### config.mk
export PLATFORM = sky130hd
export DESIGN_NAME = latch_write_sequencer
export DESIGN_NICKNAME = d
export VERILOG_FILES = /design/src/rtl/latch_seq_pkg.sv /design/src/rtl/seq_cycle_timer.sv /design/src/rtl/latch_write_sequencer.sv
export SDC_FILE = /design/constraint.sdc
export NUM_CORES = 1
export LEC_CHECK = 0
export CORE_MARGIN = 2
export CORE_UTILIZATION = 40
export CTS_CLUSTER_SIZE = 8
export DETAILED_ROUTE_END_ITERATION = 16
export GPL_TIMING_DRIVEN = 0
export MAX_ROUTING_LAYER = met4
export PLACE_DENSITY = 0.77
export SYNTH_ARGS = -nofsm -noshare
export SYNTH_HDL_FRONTEND = slang
export SYNTH_SLANG_ARGS = --single-unit
### constraint.sdc
create_clock -name clk -period 1.6 [get_ports clk]
set_input_delay 0.32 -clock clk [delete_from_list [all_inputs] [get_ports clk]]
set_output_delay 0.32 -clock clk [all_outputs]
set_load 0.05 [all_outputs]
### src/rtl/latch_seq_pkg.sv
// Shared types and helpers for the latch write sequencer.
package latch_seq_pkg;

    // Sequencer phases: one request walks IDLE -> SETUP -> STROBE -> HOLD -> DONE.
    typedef enum logic [2:0] {
        IDLE   = 3'd0,
        SETUP  = 3'd1,
        STROBE = 3'd2,
        HOLD   = 3'd3,
        DONE   = 3'd4
    } seq_state_e;

    // clog2 of the latch count, never below 1 so a bus width derived from it is legal.
    function automatic int clog2_n(input int n);
        return (n <= 2) ? 1 : $clog2(n);
    endfunction

    // Largest of three phase lengths; sizes the shared cycle counter.
    function automatic int max3(input int a, input int b, input int c);
        int m;
        m = a;
        if (b > m) m = b;
        if (c > m) m = c;
        return m;
    endfunction

endpackage

### src/rtl/seq_cycle_timer.sv
// Loadable down-counter with a terminal-count flag; times every phase of the sequencer.
module seq_cycle_timer #(
    parameter int CNT_W = 2
) (
    input  logic             clk,
    input  logic             rst,
    input  logic             load,
    input  logic [CNT_W-1:0] load_val,
    output logic             tc
);

    logic [CNT_W-1:0] count_q;
    logic [CNT_W-1:0] count_d;

    // Load wins; otherwise count down and park at zero.
    always_comb begin
        count_d = count_q;
        if (load) begin
            count_d = load_val;
        end else if (count_q != '0) begin
            count_d = count_q - 1'b1;
        end
    end

    // Counter register.
    always_ff @(posedge clk) begin
        if (rst) begin
            count_q <= '0;
        end else begin
            count_q <= count_d;
        end
    end

    // Terminal count: the current cycle is the last one of the phase.
    assign tc = (count_q == '0);

endmodule

### src/rtl/latch_write_sequencer.sv
// Drives a bank of external latches: presents data, strobes one enable (or all
// enables for a clear), holds, then reports completion. All outputs registered.
module latch_write_sequencer
    import latch_seq_pkg::*;
#(
    parameter int DATA_W     = 8,
    parameter int N_LATCH    = 4,
    parameter int SETUP_CYC  = 1,
    parameter int STROBE_CYC = 2,
    parameter int HOLD_CYC   = 1
) (
    input  logic                        clk,
    input  logic                        rst,
    input  logic                        s_valid,
    output logic                        s_ready,
    // One extra address bit so that out-of-range indices can be expressed and flagged.
    input  logic [clog2_n(N_LATCH):0]   s_addr,
    input  logic [DATA_W-1:0]           s_data,
    input  logic                        s_clr,
    output logic [DATA_W-1:0]           lat_d,
    output logic [N_LATCH-1:0]          lat_en,
    output logic                        lat_rst,
    output logic                        done,
    output logic                        err
);

    localparam int ADDR_W = clog2_n(N_LATCH) + 1;
    localparam int CNT_W  = $clog2(max3(SETUP_CYC, STROBE_CYC, HOLD_CYC) + 1);

    // Timer load values are length-1: the phase ends on the cycle the count reaches zero.
    localparam logic [CNT_W-1:0] SETUP_LD  = CNT_W'((SETUP_CYC  > 0) ? SETUP_CYC  - 1 : 0);
    localparam logic [CNT_W-1:0] STROBE_LD = CNT_W'((STROBE_CYC > 0) ? STROBE_CYC - 1 : 0);
    localparam logic [CNT_W-1:0] HOLD_LD   = CNT_W'((HOLD_CYC   > 0) ? HOLD_CYC   - 1 : 0);

    seq_state_e          state_q, state_d;
    logic [ADDR_W-1:0]   addr_q, addr_d;
    logic                clr_q, clr_d;
    logic [DATA_W-1:0]   lat_d_q, lat_d_d;
    logic                lat_rst_q, lat_rst_d;
    logic [N_LATCH-1:0]  lat_en_q, lat_en_d;
    logic                s_ready_q, s_ready_d;
    logic                done_q, done_d;
    logic                err_q, err_d;

    logic                tmr_load;
    logic [CNT_W-1:0]    tmr_val;
    logic                tmr_tc;

    logic [N_LATCH-1:0]  strobe_mask;
    logic                addr_bad;

    seq_cycle_timer #(
        .CNT_W (CNT_W)
    ) u_timer (
        .clk      (clk),
        .rst      (rst),
        .load     (tmr_load),
        .load_val (tmr_val),
        .tc       (tmr_tc)
    );

    // Enable pattern for the request being set up: every latch on a clear, else the
    // addressed one. An out-of-range index matches no bit and leaves the bank untouched.
    generate
        for (genvar gi = 0; gi < N_LATCH; gi++) begin : g_mask
            assign strobe_mask[gi] = clr_d | (addr_d == ADDR_W'(gi));
        end
    endgenerate

    assign addr_bad = (addr_d >= ADDR_W'(N_LATCH));

    // Next-state logic: accept in IDLE, then walk the timed phases.
    always_comb begin
        state_d   = state_q;
        addr_d    = addr_q;
        clr_d     = clr_q;
        lat_d_d   = lat_d_q;
        lat_rst_d = lat_rst_q;
        tmr_load  = 1'b0;
        tmr_val   = '0;
        case (state_q)
            IDLE: begin
                if (s_valid && s_ready_q) begin
                    addr_d    = s_addr;
                    clr_d     = s_clr;
                    lat_d_d   = s_clr ? '0 : s_data;
                    lat_rst_d = s_clr;
                    tmr_load  = 1'b1;
                    if (SETUP_CYC > 0) begin
                        state_d = SETUP;
                        tmr_val = SETUP_LD;
                    end else begin
                        state_d = STROBE;
                        tmr_val = STROBE_LD;
                    end
                end
            end
            SETUP: begin
                if (tmr_tc) begin
                    state_d  = STROBE;
                    tmr_load = 1'b1;
                    tmr_val  = STROBE_LD;
                end
            end
            STROBE: begin
                if (tmr_tc) begin
                    if (HOLD_CYC > 0) begin
                        state_d  = HOLD;
                        tmr_load = 1'b1;
                        tmr_val  = HOLD_LD;
                    end else begin
                        state_d = DONE;
                    end
                end
            end
            HOLD: begin
                if (tmr_tc) begin
                    state_d = DONE;
                end
            end
            DONE: begin
                state_d   = IDLE;
                lat_rst_d = 1'b0;
            end
            default: begin
                state_d   = IDLE;
                lat_rst_d = 1'b0;
            end
        endcase
    end

    // Output values are derived from the state being entered so they can be registered.
    always_comb begin
        s_ready_d = (state_d == IDLE);
        lat_en_d  = (state_d == STROBE) ? strobe_mask : '0;
        done_d    = (state_d == DONE);
        err_d     = (state_d == DONE) && !clr_d && addr_bad;
    end

    // State and output registers; reset aborts any transaction in flight.
    always_ff @(posedge clk) begin
        if (rst) begin
            state_q   <= IDLE;
            addr_q    <= '0;
            clr_q     <= 1'b0;
            lat_d_q   <= '0;
            lat_rst_q <= 1'b0;
            lat_en_q  <= '0;
            s_ready_q <= 1'b1;
            done_q    <= 1'b0;
            err_q     <= 1'b0;
        end else begin
            state_q   <= state_d;
            addr_q    <= addr_d;
            clr_q     <= clr_d;
            lat_d_q   <= lat_d_d;
            lat_rst_q <= lat_rst_d;
            lat_en_q  <= lat_en_d;
            s_ready_q <= s_ready_d;
            done_q    <= done_d;
            err_q     <= err_d;
        end
    end

    assign s_ready = s_ready_q;
    assign lat_d   = lat_d_q;
    assign lat_en  = lat_en_q;
    assign lat_rst = lat_rst_q;
    assign done    = done_q;
    assign err     = err_q;

endmodule
# Yosys cells after proc, flatten, opt, wreduce, memory -nomap -nowiden
# Cells that the tools add are included.
[classes]
n_reduce_logical = 15
multipliers = 0
n_eq_ne = 9
magnitude_cmp = 1
n_mux = 19
div_mod_pow = 0
add_sub_neg = 1
n_bitwise = 6
shift = 0
[ops]
columns = ["cell", "count"]
rows = [
  ["3-bit two-way mux", 6],
  ["3-bit by 2-bit == test with 1-bit output (second input constant)", 5],
  ["3-bit one-hot mux with 4 select lines", 1],
  ["3-bit zero test", 3],
  ["8-bit two-way mux", 1],
  ["1-bit two-way mux", 7],
  ["3-bit by 1-bit == test with 1-bit output (second input constant)", 2],
  ["2-bit two-way mux", 2],
  ["1-bit bitwise OR", 4],
  ["1-bit one-hot mux with 2 select lines", 2],
  ["2-bit AND reduction", 2],
  ["2-bit nonzero test", 2],
  ["2-bit OR reduction", 2],
  ["3-bit == test (second input constant)", 1],
  ["3-bit >= comparator (second input constant)", 1],
  ["1-bit logical AND", 3],
  ["3-bit OR reduction", 1],
  ["2-bit zero test", 1],
  ["2-bit inequality test (second input constant)", 1],
  ["1-bit inverter", 2],
  ["2-bit by 1-bit subtractor with 2-bit output (second input constant)", 1],
  ["1-bit zero test", 1],
]
[totals]
register_bits = 25
input_bits = 15
romBits = 0
mem_count = 0
latchBits = 0
out_inout_bits = 16
wordCells = 61
ramBits = 0

# Logic depth before layout (Yosys ltp)
[logic_depth]
word_depth = 6
ltp_mapped = 6
mapped_depth_nobuf = 5

# Hierarchy
# Synthesis repeated with hierarchy kept, for this count alone.
[unflattened]
cells_unflattened = 118
area_unflattened_um2 = 1067.3
[by_module_without_submodules]
columns = ["mod", "instances", "seq_area_each_um2", "cells_per_inst", "area_per_inst_um2"]
rows = [
  ["latch_write_sequencer", 1, 460.4, 106, 945.9],
  ["seq_cycle_timer", 1, 40.0, 12, 121.4],
]

# Least setup slack after synthesis
# Ideal clock, no wire load.
[synth_path]
kind = "flip-flop to flip-flop"
startpoint = "register s_ready_q, in the netlist s_ready"
endpoint = "register lat_d_q[4], in the netlist lat_d[4]"
t_arrival_ns = 1.482
path_slack_ns = 0.047
period_less_slack_ns = 1.553
path_stages_with_launch = 6
setup_ns = 0.070
path_buffers = 2
required_time_ns = 1.530
cell_sequence = "dfxtp_1 > nor4bb_4 > buf_6 > buf_8 > nand4_1 > a21oi_1"
[synth_via]
elab_chain_cells = 2
[synth_rtl]
columns = ["item", "line_no", "text"]
rows = [
  ["start: declaration", "latch_write_sequencer.sv:41", "logic s_ready_q, s_ready_d;"],
  ["start signal: assignment", "latch_write_sequencer.sv:159", "s_ready_q <= s_ready_d;"],
  ["1-bit logical AND", "latch_write_sequencer.sv:83", "if (s_valid && s_ready_q) begin"],
  ["2-bit AND reduction (no source line)", "--", ""],
  ["end signal: assignment", "latch_write_sequencer.sv:156", "lat_d_q <= lat_d_d;"],
  ["end: declaration", "latch_write_sequencer.sv:38", "logic [DATA_W-1:0] lat_d_q, lat_d_d;"],
]
# Every way passes these cells.
# A chain may end at the register's enable or synchronous reset.

# Worst setup path in the final report
[layout_path]
startpoint = "register s_ready_q, in the netlist s_ready"
endpoint = "output s_ready"
[layout_rtl]
columns = ["item", "line_no", "text"]
rows = [
  ["end: declaration", "latch_write_sequencer.sv:15", "output logic s_ready,"],
]
# No word-level cell between the ends.

==> results.md <==
- Status: finished clean
- Clock Sinks: 25
- Fmax: 651.0 MHz
- Net count, final: 166
- Unrepaired setup endpoints after global routing: no
- Rows: 18
- Io pins: 31
- Hold Violations, Final: 0
- CP max stage cell: dlygate4sd2_1
- CP max FO: 3
- Total CTS buffers: 3
- Post-DP HPWL: 1732 microns
- Seq cells post-synth: 25
- Peak VDD IR: 0.7686 mV
- Root Buffer: clkbuf_4
- Synth Net Count: 131
- Die Area: 0.003067 sq mm
- Number of port buffers: 30
- Layout cell share with drive strength beyond 1: 7.383%
- Largest net degree at the start of global routing: 15
- Initial antenna violation count: 0
- CP Cell Sequence: dlygate4sd2_1
- Power, Total: 2.103 mW
- Crit path from: s_ready
- Fin crit period: 1.536 ns
- Antenna cells: 0
- Pwr dens: 1501 mW/mm^2
- Crit share post-route: 96.01%
- Total GRT Usage: 16.50%
- Vias in the first global route: 917
- Final Util: 56.06%
- Post-synth top area share: 47.39%
- CP Launch Type: flop
- Total wire length: 2356 microns
- Final setup fails: 0
- Slew @ Worst Pin: 0.5094 ns
- DRT Pass-1 Iters: 3
- Cells on worst reg2reg path: 5
- Hold crit path type: flop to flop
- WHS: 0.4788 ns
- Worst path bufs/invs: 1
- Synthesized cell area: 0.001056 sq mm
- Worst path depth: 1
- Slew Limit Headroom: 66.18%
- Largest stage delay, worst path: 0.54 ns
- First-pass GRT wire length: 3953 microns
- Clk slew on worst S/H paths: 0.14 ns
- Hold Startpoint: lat_d[2]
- Ys Warns: 0
- Yosys top cell by area: dfxtp_1
- Register area share after synthesis: 47.39%
- Clock Latency Late Sink: 0.32 ns
- GRT overflow: 0
- Synth Area per Inst: 9.183 sq um
- Drt wl/cell: 13.16 microns
- Antenna Violating Nets Remaining: 0
- CTS tree: yes
- H-tree levels: 1
- Synth top area cells: dfxtp_1, a21oi_1, o21ai_0
- Critical Path AT: 1.22 ns
- Detail-routed via count per cell: 5.369
- Area growth syn-to-layout: 32.70%
- Clk_skew: 0.01251 ns
- Vias: 961
- RePlAce Congestion: 0.7480
- Cells after Synth: 115
- Worst-case clock buffer depth: 2
- Placeable core region: 0.002500 sq mm
- Synth unique cells: 33
- Static leakage power: 0.5643 nW
- Crit end category: primary output
- Crit Path Category: flop to primary output
- Worst hold stages: 2
- Die height: 55.38 microns
- Max Cap Violations: 0
- Placed inst area: 0.001394 sq mm
- CP delay by family, top: buffers and inverters
- Max Slew Vio Count: 0
- Initial Utilization: 42.24%
- 1st-iter DRT viols: 14
- Die W: 55.38 microns
- DRC viols: 0
- R2r startpoint: u_timer.count_q[0]
- Final Cell Area: 0.001401 sq mm
- Worst path required time: 1.28 ns
synth_stat cells:
cell and number:
a211o_1 1, a211oi_2 1, a21boi_0 2, a21o_1 1, a21oi_1 14, a31oi_1 3, a41o_1 1, and3b_1 1
and4_1 2, buf_2 1, buf_4 1, buf_6 2, buf_8 1, clkbuf_1 4, clkinv_1 1, dfxtp_1 25
ha_1 1, inv_1 6, mux2i_1 1, nand2_1 1, nand3_1 4, nand3b_1 1, nand4_1 9, nand4bb_1 1
nor2_1 8, nor3_1 2, nor3b_1 1, nor4bb_4 1, o21a_1 2, o21ai_0 13, o21ai_1 1, o31ai_1 1
or3b_1 1
area by class of cell:
cell class | instances | area (sq um)
Clock buffer | 3 | 22.52
Sequential cell | 25 | 500.5
Multi-Input combinational cell | 74 | 464.2
Fill cell | 235 | 1099
Timing Repair Buffer | 30 | 280.3
Buffer | 9 | 65.06
Inverter | 7 | 26.28
Clock inverter | 1 | 5.005
Tap cell | 30 | 37.54
layout by cell type (no fill, tap or decap), types with 2 or more instances in the layout:
cell type | Yosys | final
and4_1 | 2 | 2
a21boi_0 | 2 | 2
clkbuf_1 | 4 | 4
clkbuf_4 | 0 | 3
nor3_1 | 2 | 2
dfxtp_1 | 25 | 25
nand3_1 | 4 | 4
nor2_1 | 8 | 8
dlygate4sd2_1 | 0 | 16
clkdlybuf4s50_1 | 0 | 14
a31oi_1 | 3 | 3
o21a_1 | 2 | 2
inv_1 | 6 | 6
o21ai_0 | 13 | 13
buf_6 | 2 | 2
a21oi_1 | 14 | 14
nand4_1 | 9 | 9
final timing paths:
kind,to,slack (ns)
worst max-delay path,s_ready,0.06
worst min-delay path,lat_d[2],0.48
worst max register to register,lat_en[1],0.19
worst min register to register,lat_d[2],0.48
logic make-up after synthesis:
group / Yosys count / synth area share [%]
compound gates: 40 / 22.27
fa+ha+maj: 1 / 1.185
buf+inv: 16 / 8.648
flops: 25 / 47.39
mux: 1 / 0.9479
simple gates: 32 / 19.55
state kept, by name, summed over array words and instances (netlist names), 2 cells and up:
| name | count |
|---|---|
| lat_d | 8 |
| state_q | 3 |
| lat_en | 4 |
| addr_q | 3 |
| u_timer.count_q | 2 |
power by group:
group	switching, mW	internal, mW	leakage (nW)
Sequential	0.0676	0.741	0.204
Clock	0.187	0.0935	0.0177
Combinational	0.610	0.404	0.343
repair_timing:
item,in CTS,in global routing
endpoints found under the setup margin,16,0
buffers inserted,0,0
gates resized for setup,16,0
hold buffers,0,0
endpoints found under the hold margin,0,0
stage by stage:
step / cells / worst slack, ns / setup TNS [ns]
final: 179 / 0.06387 / 0
after global routing: 179 / 0.001887 / 0
after CTS: 179 / 0.05237 / 0
after detailed placement: 175 / -0.1197 / -1.301
after global placement: 175 / -0.06179 / -0.7145
after floorplan: 115 / 0.04737 / 0
routing by layer:
layer | vias up | global-route usage (%) | routed length, microns
li1 | 488 | - | -
met1 | 451 | 19.53 | 1052
met2 | 18 | 27.04 | 1192
met3 | 4 | 1.639 | 57
met4 | 0 | 9.756 | 53
met5 | - | - | 0
No activity file was read; power rests on OpenSTA's default activity.
